$ cat src/rtl/alu_operand_fetch_pkg.sv
// Shared definitions for the ALU operand-fetch stage: widths, opcodes, instruction fields.
// No logic of its own; pure constants plus a small opcode classifier.
// Imported by the interface, the register file and the stage top.
package alu_operand_fetch_pkg;

  localparam int REG_W = 16;
  localparam int RF_AW = 3;

  typedef logic [REG_W-1:0] word_t;
  typedef logic [RF_AW-1:0] raddr_t;

  localparam logic [3:0] OP_ADD   = 4'b0000;
  localparam logic [3:0] OP_ADDSH = 4'b0001;
  localparam logic [3:0] OP_SUB   = 4'b0010;
  localparam logic [3:0] OP_ADD2B = 4'b0011;
  localparam logic [3:0] OP_MUL   = 4'b0100;
  localparam logic [3:0] OP_AND   = 4'b0101;
  localparam logic [3:0] OP_SHL   = 4'b0110;
  localparam logic [3:0] OP_BA2B  = 4'b0111;

  // Instruction word field positions
  localparam int OP_MSB = 15;
  localparam int OP_LSB = 12;
  localparam int RD_MSB = 11;
  localparam int RD_LSB = 9;
  localparam int RS_MSB = 8;
  localparam int RS_LSB = 6;
  localparam int RT_MSB = 5;
  localparam int RT_LSB = 3;
  localparam int BA_BIT = 2;

  // Real ALU operations commit Out/Carry_out; the upper half of the opcode space is NOP.
  function automatic logic op_commits(input logic [3:0] op);
    logic res;
    case (op)
      OP_ADD, OP_ADDSH, OP_SUB, OP_ADD2B,
      OP_MUL, OP_AND, OP_SHL, OP_BA2B: res = 1'b1;
      default:                          res = 1'b0;
    endcase
    return res;
  endfunction

endpackage

$ cat src/rtl/alu_operand_fetch_if.sv
// Bundle of instruction handshake, ALU drive/return, writeback and debug-read signals.
// Pure wiring, no latency.
// In_ready is produced by the stage (slave) and never depends on In_valid.
interface alu_operand_fetch_if;
  import alu_operand_fetch_pkg::*;

  logic          In_valid;
  logic          In_ready;
  logic [15:0]   Instr;
  word_t         A;
  word_t         B;
  logic [3:0]    OP;
  logic          BA;
  word_t         Result;
  logic          Carry_in;
  logic          Wb_valid;
  raddr_t        Wb_addr;
  word_t         Wb_data;
  logic          Carry_flag;
  raddr_t        Rd_addr;
  word_t         Rd_data;

  // Upstream / ALU / debug side
  modport master (
    output In_valid, Instr, Result, Carry_in, Rd_addr,
    input  In_ready, A, B, OP, BA, Wb_valid, Wb_addr, Wb_data, Carry_flag, Rd_data
  );

  // Operand-fetch stage side
  modport slave (
    input  In_valid, Instr, Result, Carry_in, Rd_addr,
    output In_ready, A, B, OP, BA, Wb_valid, Wb_addr, Wb_data, Carry_flag, Rd_data
  );

endinterface

$ cat src/rtl/alu_operand_fetch_regfile.sv
// 8x16 register file: two operand read ports, one debug read port, one write port; r0 reads zero.
// Reads combinational, write lands at the rising edge.
// No backpressure; writes to r0 are dropped.
module alu_regfile
  import alu_operand_fetch_pkg::*;
(
  input  logic   clk,
  input  logic   rst,
  input  logic   we_i,
  input  raddr_t waddr_i,
  input  word_t  wdata_i,
  input  raddr_t raddr_a_i,
  output word_t  rdata_a_o,
  input  raddr_t raddr_b_i,
  output word_t  rdata_b_o,
  input  raddr_t raddr_d_i,
  output word_t  rdata_d_o
);

  localparam int DEPTH = 1 << RF_AW;

  word_t mem_q [DEPTH];

  // Storage: cleared on reset, single write per edge, r0 never written
  always_ff @(posedge clk or posedge rst) begin
    if (rst) begin
      for (int i = 0; i < DEPTH; i++) begin
        mem_q[i] <= '0;
      end
    end else if (we_i && (waddr_i != '0)) begin
      mem_q[waddr_i] <= wdata_i;
    end
  end

  assign rdata_a_o = (raddr_a_i == '0) ? '0 : mem_q[raddr_a_i];
  assign rdata_b_o = (raddr_b_i == '0) ? '0 : mem_q[raddr_b_i];
  assign rdata_d_o = (raddr_d_i == '0) ? '0 : mem_q[raddr_d_i];

endmodule

$ cat src/rtl/alu_operand_fetch.sv
// Decode, operand fetch with writeback bypass, registered ALU issue and result writeback.
// One cycle issue-to-commit; OP_MUL holds the execute slot for MUL_CYCLES cycles.
// In_ready drops while a multiply still has cycles left; otherwise accepts every cycle.
module alu_operand_fetch
  import alu_operand_fetch_pkg::*;
#(
  parameter int MUL_CYCLES = 2
) (
  input  logic                 clk,
  input  logic                 rst,
  alu_operand_fetch_if.slave   bus
);

  // Counter preload: a multiply counts down to zero, everything else is done at once
  localparam logic [3:0] MUL_CNT = 4'(MUL_CYCLES - 1);

  // Execute register set
  logic       e_valid_q, e_valid_d;
  logic [3:0] e_op_q,    e_op_d;
  logic       e_ba_q,    e_ba_d;
  raddr_t     e_rd_q,    e_rd_d;
  word_t      e_a_q,     e_a_d;
  word_t      e_b_q,     e_b_d;
  logic [3:0] cnt_q,     cnt_d;
  logic       carry_q,   carry_d;

  // Decoded incoming instruction
  logic [3:0] in_op;
  raddr_t     in_rd;
  raddr_t     in_rs;
  raddr_t     in_rt;
  logic       in_ba;
  logic       unused_instr_bits;

  assign in_op = bus.Instr[OP_MSB:OP_LSB];
  assign in_rd = bus.Instr[RD_MSB:RD_LSB];
  assign in_rs = bus.Instr[RS_MSB:RS_LSB];
  assign in_rt = bus.Instr[RT_MSB:RT_LSB];
  assign in_ba = bus.Instr[BA_BIT];
  assign unused_instr_bits = ^bus.Instr[1:0];

  // Handshake and commit qualifiers
  logic done;
  logic in_ready;
  logic accept;
  logic commit;
  logic wb_valid;

  assign done     = e_valid_q && (cnt_q == 4'd0);
  assign in_ready = !e_valid_q || done;
  assign accept   = bus.In_valid && in_ready;
  assign commit   = done && op_commits(e_op_q);
  assign wb_valid = commit && (e_rd_q != '0);

  // Register file reads and bypass of the value being written this edge.
  // wb_valid already excludes r0, so a bypass can never come from index 0.
  word_t rf_a;
  word_t rf_b;
  word_t opnd_a;
  word_t opnd_b;

  alu_regfile u_rf (
    .clk       (clk),
    .rst       (rst),
    .we_i      (wb_valid),
    .waddr_i   (e_rd_q),
    .wdata_i   (bus.Result),
    .raddr_a_i (in_rs),
    .rdata_a_o (rf_a),
    .raddr_b_i (in_rt),
    .rdata_b_o (rf_b),
    .raddr_d_i (bus.Rd_addr),
    .rdata_d_o (bus.Rd_data)
  );

  assign opnd_a = (wb_valid && (e_rd_q == in_rs)) ? bus.Result : rf_a;
  assign opnd_b = (wb_valid && (e_rd_q == in_rt)) ? bus.Result : rf_b;

  // Next-state: load on accept, otherwise retire or count down; operands hold when idle
  always_comb begin
    e_valid_d = e_valid_q;
    e_op_d    = e_op_q;
    e_ba_d    = e_ba_q;
    e_rd_d    = e_rd_q;
    e_a_d     = e_a_q;
    e_b_d     = e_b_q;
    cnt_d     = cnt_q;
    carry_d   = commit ? bus.Carry_in : carry_q;
    if (accept) begin
      e_valid_d = 1'b1;
      e_op_d    = in_op;
      e_ba_d    = in_ba;
      e_rd_d    = in_rd;
      e_a_d     = opnd_a;
      e_b_d     = opnd_b;
      cnt_d     = (in_op == OP_MUL) ? MUL_CNT : 4'd0;
    end else if (done) begin
      e_valid_d = 1'b0;
    end else if (e_valid_q) begin
      cnt_d = cnt_q - 4'd1;
    end
  end

  // Execute state and carry flag; reset aborts any in-flight instruction
  always_ff @(posedge clk or posedge rst) begin
    if (rst) begin
      e_valid_q <= 1'b0;
      e_op_q    <= '0;
      e_ba_q    <= 1'b0;
      e_rd_q    <= '0;
      e_a_q     <= '0;
      e_b_q     <= '0;
      cnt_q     <= '0;
      carry_q   <= 1'b0;
    end else begin
      e_valid_q <= e_valid_d;
      e_op_q    <= e_op_d;
      e_ba_q    <= e_ba_d;
      e_rd_q    <= e_rd_d;
      e_a_q     <= e_a_d;
      e_b_q     <= e_b_d;
      cnt_q     <= cnt_d;
      carry_q   <= carry_d;
    end
  end

  assign bus.In_ready   = in_ready;
  assign bus.A          = e_a_q;
  assign bus.B          = e_b_q;
  assign bus.OP         = e_op_q;
  assign bus.BA         = e_ba_q;
  assign bus.Wb_valid   = wb_valid;
  assign bus.Wb_addr    = e_rd_q;
  assign bus.Wb_data    = bus.Result;
  assign bus.Carry_flag = carry_q;

endmodule

$ cat src/flat_wrapper.sv
// flat-port wrapper written by rule: the top's interface ports become plain ports
module alu_operand_fetch_flat import alu_operand_fetch_pkg::*;
#(
  parameter int MUL_CYCLES = 2
)
  (clk, rst, bus_In_valid, bus_Instr, bus_Result, bus_Carry_in, bus_Rd_addr, bus_In_ready, bus_A, bus_B, bus_OP, bus_BA, bus_Wb_valid, bus_Wb_addr, bus_Wb_data, bus_Carry_flag, bus_Rd_data);
  alu_operand_fetch_if bus_i ();
  input  logic clk;
  input  logic rst;
  input wire logic [$bits(bus_i.In_valid)-1:0] bus_In_valid;
  input wire logic [$bits(bus_i.Instr)-1:0] bus_Instr;
  input wire logic [$bits(bus_i.Result)-1:0] bus_Result;
  input wire logic [$bits(bus_i.Carry_in)-1:0] bus_Carry_in;
  input wire logic [$bits(bus_i.Rd_addr)-1:0] bus_Rd_addr;
  output wire logic [$bits(bus_i.In_ready)-1:0] bus_In_ready;
  output wire logic [$bits(bus_i.A)-1:0] bus_A;
  output wire logic [$bits(bus_i.B)-1:0] bus_B;
  output wire logic [$bits(bus_i.OP)-1:0] bus_OP;
  output wire logic [$bits(bus_i.BA)-1:0] bus_BA;
  output wire logic [$bits(bus_i.Wb_valid)-1:0] bus_Wb_valid;
  output wire logic [$bits(bus_i.Wb_addr)-1:0] bus_Wb_addr;
  output wire logic [$bits(bus_i.Wb_data)-1:0] bus_Wb_data;
  output wire logic [$bits(bus_i.Carry_flag)-1:0] bus_Carry_flag;
  output wire logic [$bits(bus_i.Rd_data)-1:0] bus_Rd_data;
  assign bus_i.In_valid = bus_In_valid;
  assign bus_i.Instr = bus_Instr;
  assign bus_i.Result = bus_Result;
  assign bus_i.Carry_in = bus_Carry_in;
  assign bus_i.Rd_addr = bus_Rd_addr;
  assign bus_In_ready = bus_i.In_ready;
  assign bus_A = bus_i.A;
  assign bus_B = bus_i.B;
  assign bus_OP = bus_i.OP;
  assign bus_BA = bus_i.BA;
  assign bus_Wb_valid = bus_i.Wb_valid;
  assign bus_Wb_addr = bus_i.Wb_addr;
  assign bus_Wb_data = bus_i.Wb_data;
  assign bus_Carry_flag = bus_i.Carry_flag;
  assign bus_Rd_data = bus_i.Rd_data;
  alu_operand_fetch #(.MUL_CYCLES(MUL_CYCLES)) u_core (.clk(clk), .rst(rst), .bus(bus_i));
endmodule
$ cat config.mk
export PLATFORM = sky130hd
export DESIGN_NAME = alu_operand_fetch_flat
export DESIGN_NICKNAME = d
export VERILOG_FILES = /design/src/rtl/alu_operand_fetch_pkg.sv /design/src/rtl/alu_operand_fetch_if.sv /design/src/rtl/alu_operand_fetch_regfile.sv /design/src/rtl/alu_operand_fetch.sv /design/src/flat_wrapper.sv
export SDC_FILE = /design/constraint.sdc
export NUM_CORES = 1
export LEC_CHECK = 0
export CELL_PAD_IN_SITES_DETAIL_PLACEMENT = 0
export CELL_PAD_IN_SITES_GLOBAL_PLACEMENT = 2
export CORE_MARGIN = 2
export CORE_UTILIZATION = 41
export CTS_BUF_LIST = sky130_fd_sc_hd__clkbuf_4
export CTS_CLUSTER_DIAMETER = 50
export CTS_CLUSTER_SIZE = 12
export DETAILED_ROUTE_END_ITERATION = 10
export GPL_ROUTABILITY_DRIVEN = 0
export PLACE_DENSITY_LB_ADDON = 0.05
export SYNTH_ARGS = -nofsm -noshare
export SYNTH_HDL_FRONTEND = slang
export SYNTH_SLANG_ARGS = --single-unit
$ cat constraint.sdc
create_clock -name clk -period 6.9 [get_ports clk]
set_clock_uncertainty 0.2 [all_clocks]
set_input_delay 1.38 -clock clk [delete_from_list [all_inputs] [get_ports clk]]
set_output_delay 1.38 -clock clk [all_outputs]
set_load 0.05 [all_outputs]
Word level (Yosys, flattened, before mapping)
Index checks and enable logic that the tools add are counted.
Widths: inputs -> output; s select.

cells by class
  add/subtract/negate cells = 1
  magnitude comparators = 5
  eq/ne operators = 4
  mux-type cells = 24
  bitwise gates (word level) = 4
  reduce and logical (&&, ||, !) cells = 18

operator list
  kind                 count
  $mux 16              12
  $bmux 16 s3          3
  $bwmux 128           1
  $demux 16 s3         1
  $ge 4x4->1 const B   4
  $not 3->4            4
  $mux 4               3
  $logic_not 3->1      3
  $logic_and 1x1->1    8
  $eq 3x3->1           2
  $eq 4x3->1 const B   1
  $logic_not 4->1      1
  $lt 4x1->1 const B   1
  $mux 1               4
  $reduce_bool 2->1    2
  $sub 4x1->4 const B  1
  $reduce_bool 3->1    1
  $ne 2x2->1 const B   1
  $reduce_and 2->1     1
  $logic_not 1->1      1
  $logic_or 1x1->1     1

word-level totals
  register bits = 174
  input bits = 39
  output and inout bits = 75
  logic and storage cells = 72

Longest topological paths before layout
Gate-level depths: netlist of the first run.

  word-level depth = 6
  gate-level depth with buffers = 9

By module
A second synthesis of the first run with hierarchy kept.

second synthesis, totals
  cells, all modules = 734
  area, all modules = 9469.1 um^2

by module, submodules not included
  module             instances  cells each  area an instance (um^2)  sequential area each (um^2)
  alu_regfile        1          548         7140.6                   2802.7
  alu_operand_fetch  1          186         2328.5                   1151.1

Worst setup path before layout of the first run
Ideal clock, no wire load.

  kind = input port to output port
  from = in bus_Rd_addr[0]
  to = out bus_Rd_data[15]
  data arrival time = 3.516 ns
  data required time = 5.320 ns
  slack = 1.804 ns
  stages = 5
  path through = clkbuf_1 > clkbuf_1 > clkbuf_1 > a22oi_1 > o21ai_0

on the way
  word-level cells in the longest chain between the ends = 5
  elaborated cells between the ends (all ways) = 6
  classes of those cells = 4 x mux; 1 x bitwise; 1 x reduce/logical

ends and longest elaborated chain
  element                                     line                             RTL
  from (decl)                                 flat_wrapper.sv:14               input wire logic [$bits(bus_i.Rd_addr)-1:0] bus_Rd_addr;
  $not 3->4 (not written as such)             alu_operand_fetch_regfile.sv:37  assign rdata_d_o = (raddr_d_i == '0) ? '0 : mem_q[raddr_d_i];
  $bmux 16 s3                                 alu_operand_fetch_regfile.sv:37
  $mux 16 (not written as such) (2 in a row)  alu_operand_fetch_regfile.sv:37
  $mux 16 (*)                                 alu_operand_fetch_regfile.sv:37
  to (decl)                                   flat_wrapper.sv:24               output wire logic [$bits(bus_i.Rd_data)-1:0] bus_Rd_data;

Every way passes the cells marked *; elsewhere a longest branch is shown, timed or not. The select of a mux whose other input is x is not followed.

Worst setup path in the final report of the first run
  from = in bus_Rd_addr[1]
  to = out bus_Rd_data[15]

The elaborated chain is that of the path after synthesis.

==> results of run 1 <==
-- worst paths after layout --
path / from / to / slack [ns] / cells after the start
max: bus_Rd_addr[1] / bus_Rd_data[15] / 1.59 / 7
min: u_core.u_rf.mem_q[123] / u_core.u_rf.mem_q[123] / 0.21 / 0
max reg2reg: u_core.cnt_q[0] / u_core.bus.B[9] / 3.63 / 8
min reg2reg: u_core.u_rf.mem_q[123] / u_core.u_rf.mem_q[123] / 0.21 / 0
max in group asynchronous: rst / u_core.u_rf.mem_q[77] / 4.20 / 3
min in group asynchronous: rst / u_core.u_rf.mem_q[18] / 1.09 / 2
-- per-layer routing --
layer / vias to the layer above / track usage [%] / routed length (um) / share of wire [%]
met2: 167 / 37.52 / 13190 / 48
met1: 3396 / 33.62 / 12810 / 47
met3: 20 / 3.422 / 1026 / 3.8
li1: 2726 / - / - / -
met4: 0 / 4.632 / 227 / 0.83
met5: - / 0 / 0 / 0
-- cells in the mapped netlist, types with 3 or more instances --
master,n
a221o_1,32
and2_1,27
and2_0,3
mux4_2,80
xor2_1,6
inv_1,19
mux2i_1,3
buf_1,4
buf_4,16
nand2_1,6
dfrtp_1,174
nor3_1,6
mux2_2,165
buf_6,3
a21oi_1,15
a221oi_1,15
buf_2,13
clkbuf_1,52
-- through the flow --
step	hold WS, ns	std cells	power [mW]	util, %
final	0.2136	1076	4.639	48.88
after global routing	0.2258	1075	4.911	48.87
after CTS	0.2180	1074	4.671	48.86
after detailed placement	0.1837	1042	4.063	47.66
after global placement	0.1778	1042	4.015	47.66
after floorplan	0.2413	676	3.339	-
-- flip-flops by register name (all words and copies together) (netlist names) --
register and count:
u_core.bus.A 16, u_core.bus.BA 1, u_core.e_valid_q 1, u_core.bus.Carry_flag 1, u_core.bus.B 16, u_core.bus.OP 4
u_core.bus.Wb_addr 3, u_core.u_rf.mem_q 128, u_core.cnt_q 4
-- worst max-delay path, delay by kind of cell --
kind | cells | cell delay (ns)
buf+inv | 4 | 1.47
compound gates | 2 | 0.61
simple gates | 1 | 0.24
-- cells by family (layout without fill, tap and decap cells) --
family,Yosys count,after routing,synth area share (%)
mux,249,249,38.18
flops,174,174,44.92
buf+inv,107,186,5.163
compound gates,73,73,6.377
simple gates,64,64,4.467
xor+xnor,7,7,0.6325
fa+ha+maj,2,2,0.2581
other cells,0,2,0
-- power by group --
| part | total [mW] | switching, mW | internal, mW |
|---|---|---|---|
| Combinational | 2.23 | 1.08 | 1.14 |
| Clock | 0.598 | 0.379 | 0.219 |
| Sequential | 1.82 | 0.388 | 1.43 |
| Total | 4.64 | 1.85 | 2.79 |
-- layout make-up --
type	instances	area (um2)
flip-flops and latches	174	4354
multi-input cells	395	4853
clock inverters	14	145.1
inverters	19	76.32
clock buffers	18	135.1
well taps	319	399.1
repair buffers	135	1436
fillers	2048	11930
diodes	2	5.005
==> flow_summary.toml, run 1 <==
[yosys]
ys_seq_area_share_pct = 44.92
synth_nets = 717
async_flop_share_pct = 100.0
synth.top_cell.area_share_pct = 44.92
syn_area_um2 = 9693
synth.avg_cell_area_um2 = 14.34
netlist_instances = 676
synthTopCellsByArea = "dfrtp_1, mux2_2, mux4_2"
yosysWarnings = 0
ys_types = 44
synth_edf_count = 0
yosys.area.top_type = "dfrtp_1"
ys.flop_type = "dfrtp_1"
ys_seq_elements = 174

[clocking]
cts_resized = 0
clk_pin_slew_ns = 0.15
numClockSinks = 174
postCtsHoldBufs = 0
root_buffer = "clkbuf_4"
clockBufferDepth = 2
post_cts_buffers = 0
clock_latency_ns = 0.58
cts_tree = "done"
h-tree-depth = 4
numCtsBuffers = 17

[grt]
grt_pass1_vias = 6696
grt_first_pass_wirelength_um = 42350
antenna_found_initial = 1
grt_max_degree = 82
grt_overflow = 0
gr-usage-all-layers_pct = 23.22

[worst_setup_path]
start_kind = "input pin"
cp_cell_sequence = "clkdlybuf4s50_1 > buf_4 > nor2b_1 > buf_4 > a22oi_1 > o21ai_0 > buf_12"
crit_arrival_ns = 3.73
worstPathRequired_ns = 5.32
max_stage_delay_ns = 0.47
slowest_stage = "buf_4"
crit_type = "input pin to output port"
crit_path_frequent_cell = "buf_4"
crit_path_max_fanout = 33
end_kind = "output port"

[die]
core_um2 = 23330
num_rows = 56
die-area_um2 = 24890
die_w_um = 157.8
pin_count = 114
initial_core_util_pct = 41.54
die_h_um = 157.8

[finish]
final_cell_mix = "dfrtp_1, mux2_2, clkdlybuf4s50_1, mux4_2, a221o_1"
fin_nets = 783
stdcell_area_um2 = 11400
layout-drive-gt1-share_pct = 43.18
mostFrequentLayoutCell = "dfrtp_1"
area_growth_pct = 17.66

[sta]
finalCriticalPeriod_ns = 5.306
rsz0062_at_grt = "no"
post-route-worst-setup-slack_ns = 1.594
timing.final.crit_share_pct = 76.90
fmax_ghz = 0.1885
tns_ns = 0
max_slew_margin_pct = 37.69
setup_viol = 0
tightest_slew_ns = 0.9346
hold_violations = 0
slew_violations = 0

[place]
port-buffer-count = 111
dpl.hpwl_um = 16180
place_ws_ns = 1.562
placed_area_um2 = 11120

[drt]
dr.pass1.iters = 4
wire_per_inst_um = 25.33
drtAntennaViolNets = 0
first_iter_violations = 299
drc = 0
wl_um = 27260
viasPerCell = 5.863
route.vias.total = 6309

[min_path]
min_path_type = "flip-flop to flip-flop"

[power_and_ir_drop]
power_density_nw_per_um2 = 406.8
ir_drop_v = 0.0001925
p_leak_nw = 4.691

[flow_run]
max_cap_violations = 0

[run_status]
status = "complete, no violations"
Note: power is estimated with default switching activity, not from simulation.
==> run 2: changes to the inputs <==
==> constraint.sdc (replaced) <==
create_clock -name clk -period 5.4 [get_ports clk]
set_clock_uncertainty 0.2 [all_clocks]
set_input_delay 1.08 -clock clk [delete_from_list [all_inputs] [get_ports clk]]
set_output_delay 1.08 -clock clk [all_outputs]
set_load 0.05 [all_outputs]
==> run 2 against run 1 <==
  * Clock power up 38%
  * Core utilization is 0.41 points higher
  * First-iteration DRC count up 7.4%
  * Largest cell class unchanged
  * Worst hold slack got worse by 0.0012 ns
  * Worst setup slack worse by 0.57 ns
  * Critical path type is now flip-flop to output port
==> flow_summary.toml, run 2 (synthesis results as in run 1) <==
[run_status]
status = "complete, no violations"

[finish]
fill_cells = 2031
multiInputGateArea_um2 = 4838
largest_reg_flops = 128
layout-drive-gt1-share_pct = 43.91
fin_nets = 791
mostFrequentLayoutCell = "dfrtp_1"
final_cell_mix = "dfrtp_1, mux2_2, clkdlybuf4s50_1, mux4_2, a221o_1"
regMostFlops = "u_core.u_rf.mem_q"
stdcell_area_um2 = 11500
area_growth_pct = 18.65
seq_area_um2 = 4354

[worst_setup_path]
crit_arrival_ns = 3.10
start_kind = "flip-flop"
crit_type = "flip-flop to output port"
rr_worst_depth = 7
crit_path_max_fanout = 7
end_kind = "output port"
worstPathRequired_ns = 4.12

[grt]
grt_first_pass_wirelength_um = 42420
grt.busiest_layer = "met2"
antenna_found_initial = 1
gr-usage-all-layers_pct = 23.27
grt_pass1_vias = 6786
grt_overflow = 0
grt_max_degree = 65
grt_util_met2_pct = 37.37
grt_use_met3_pct = 3.641
grt_use_met1_pct = 33.00

[die]
num_rows = 56
initial_core_util_pct = 41.54
core_um2 = 23330
die-area_um2 = 24890
die_w_um = 157.8
die_h_um = 157.8
pin_count = 114

[place]
placed_area_um2 = 11190
port-buffer-count = 111
place_ws_ns = 1.172
dpl.hpwl_um = 17010

[sta]
setup_viol = 0
hold_slack_ns = 0.2124
slew_violations = 0
rsz0062_at_grt = "no"
finalCriticalPeriod_ns = 4.376
hold_violations = 0
post-route-worst-setup-slack_ns = 1.024
timing.final.crit_share_pct = 81.04
max_slew_margin_pct = 38.99
tightest_slew_ns = 0.9151
tns_ns = 0
fmax_ghz = 0.2285

[drt]
drtAntennaViolNets = 0
route.vias.total = 6490
drc = 0
wl_um = 27370
dr.pass1.iters = 5
wire_per_inst_um = 25.27
first_iter_violations = 321
viasPerCell = 5.993

[min_path]
min_path_type = "flip-flop to flip-flop"
min_path_cells = 0

[clocking]
cts_tree = "done"
numClockSinks = 174
clk_pin_slew_ns = 0.16
root_buffer = "clkbuf_4"
clock_latency_ns = 0.57
h-tree-depth = 4
clockBufferDepth = 2
cts_resized = 0
post_cts_buffers = 0
numCtsBuffers = 17
postCtsHoldBufs = 0

[power_and_ir_drop]
power_density_nw_per_um2 = 522.1
ir_drop_v = 0.0002138
p_leak_nw = 4.754

[flow_run]
max_cap_violations = 0
run 2: layout make-up:
| class | count | area share, % |
|---|---|---|
| antenna | 1 | 0.02176 |
| inverter | 19 | 0.6527 |
| multi-input combinational | 395 | 42.07 |
| timing repair buffer | 143 | 13.23 |
| clock inverter | 15 | 1.588 |
| clock buffer | 17 | 1.110 |
| sequential | 174 | 37.86 |
| tap | 319 | 3.470 |
run 2: metrics by stage:
| step | utilization [%] | instances | power [mW] |
|---|---|---|---|
| after floorplan | - | 676 | 4.267 |
| final | 49.29 | 1083 | 6.004 |
| after global routing | 49.29 | 1083 | 6.345 |
| after global placement | 47.95 | 1050 | 5.136 |
| after detailed placement | 47.95 | 1050 | 5.205 |
| after CTS | 49.28 | 1082 | 6.050 |
run 2: report_power, final:
part,switching (mW),total [mW],internal (mW)
combinational,1.38,2.85,1.47
sequential,0.499,2.32,1.83
clock,0.501,0.828,0.327
total,2.38,6.00,3.62
run 2: routing by layer:
layer	vias to the layer above	wire length [um]
met5	-	0
met4	0	448
met3	31	1196
met2	195	13300
met1	3529	12420
li1	2735	-
run 2: path summary, 6_finish.rpt:
kind / slack [ns] / end / startpoint
min in group asynchronous: 0.73 / u_core.u_rf.mem_q[34] / rst
max in group asynchronous: 3.30 / u_core.u_rf.mem_q[54] / rst
worst min register to register: 0.21 / u_core.u_rf.mem_q[115] / u_core.u_rf.mem_q[115]
worst min-delay path: 0.21 / u_core.u_rf.mem_q[115] / u_core.u_rf.mem_q[115]
worst max register to register: 2.23 / u_core.u_rf.mem_q[102] / u_core.cnt_q[0]
worst max-delay path: 1.02 / bus_Wb_valid / u_core.cnt_q[0]
run 2: critical path, stage by stage, from the launching register on:
cell and delay (ns):
dfrtp_1 0.44, inv_1 0.09, ha_1 0.15, or3b_1 0.43, nor3_2 0.50, clkdlybuf4s50_1 0.91
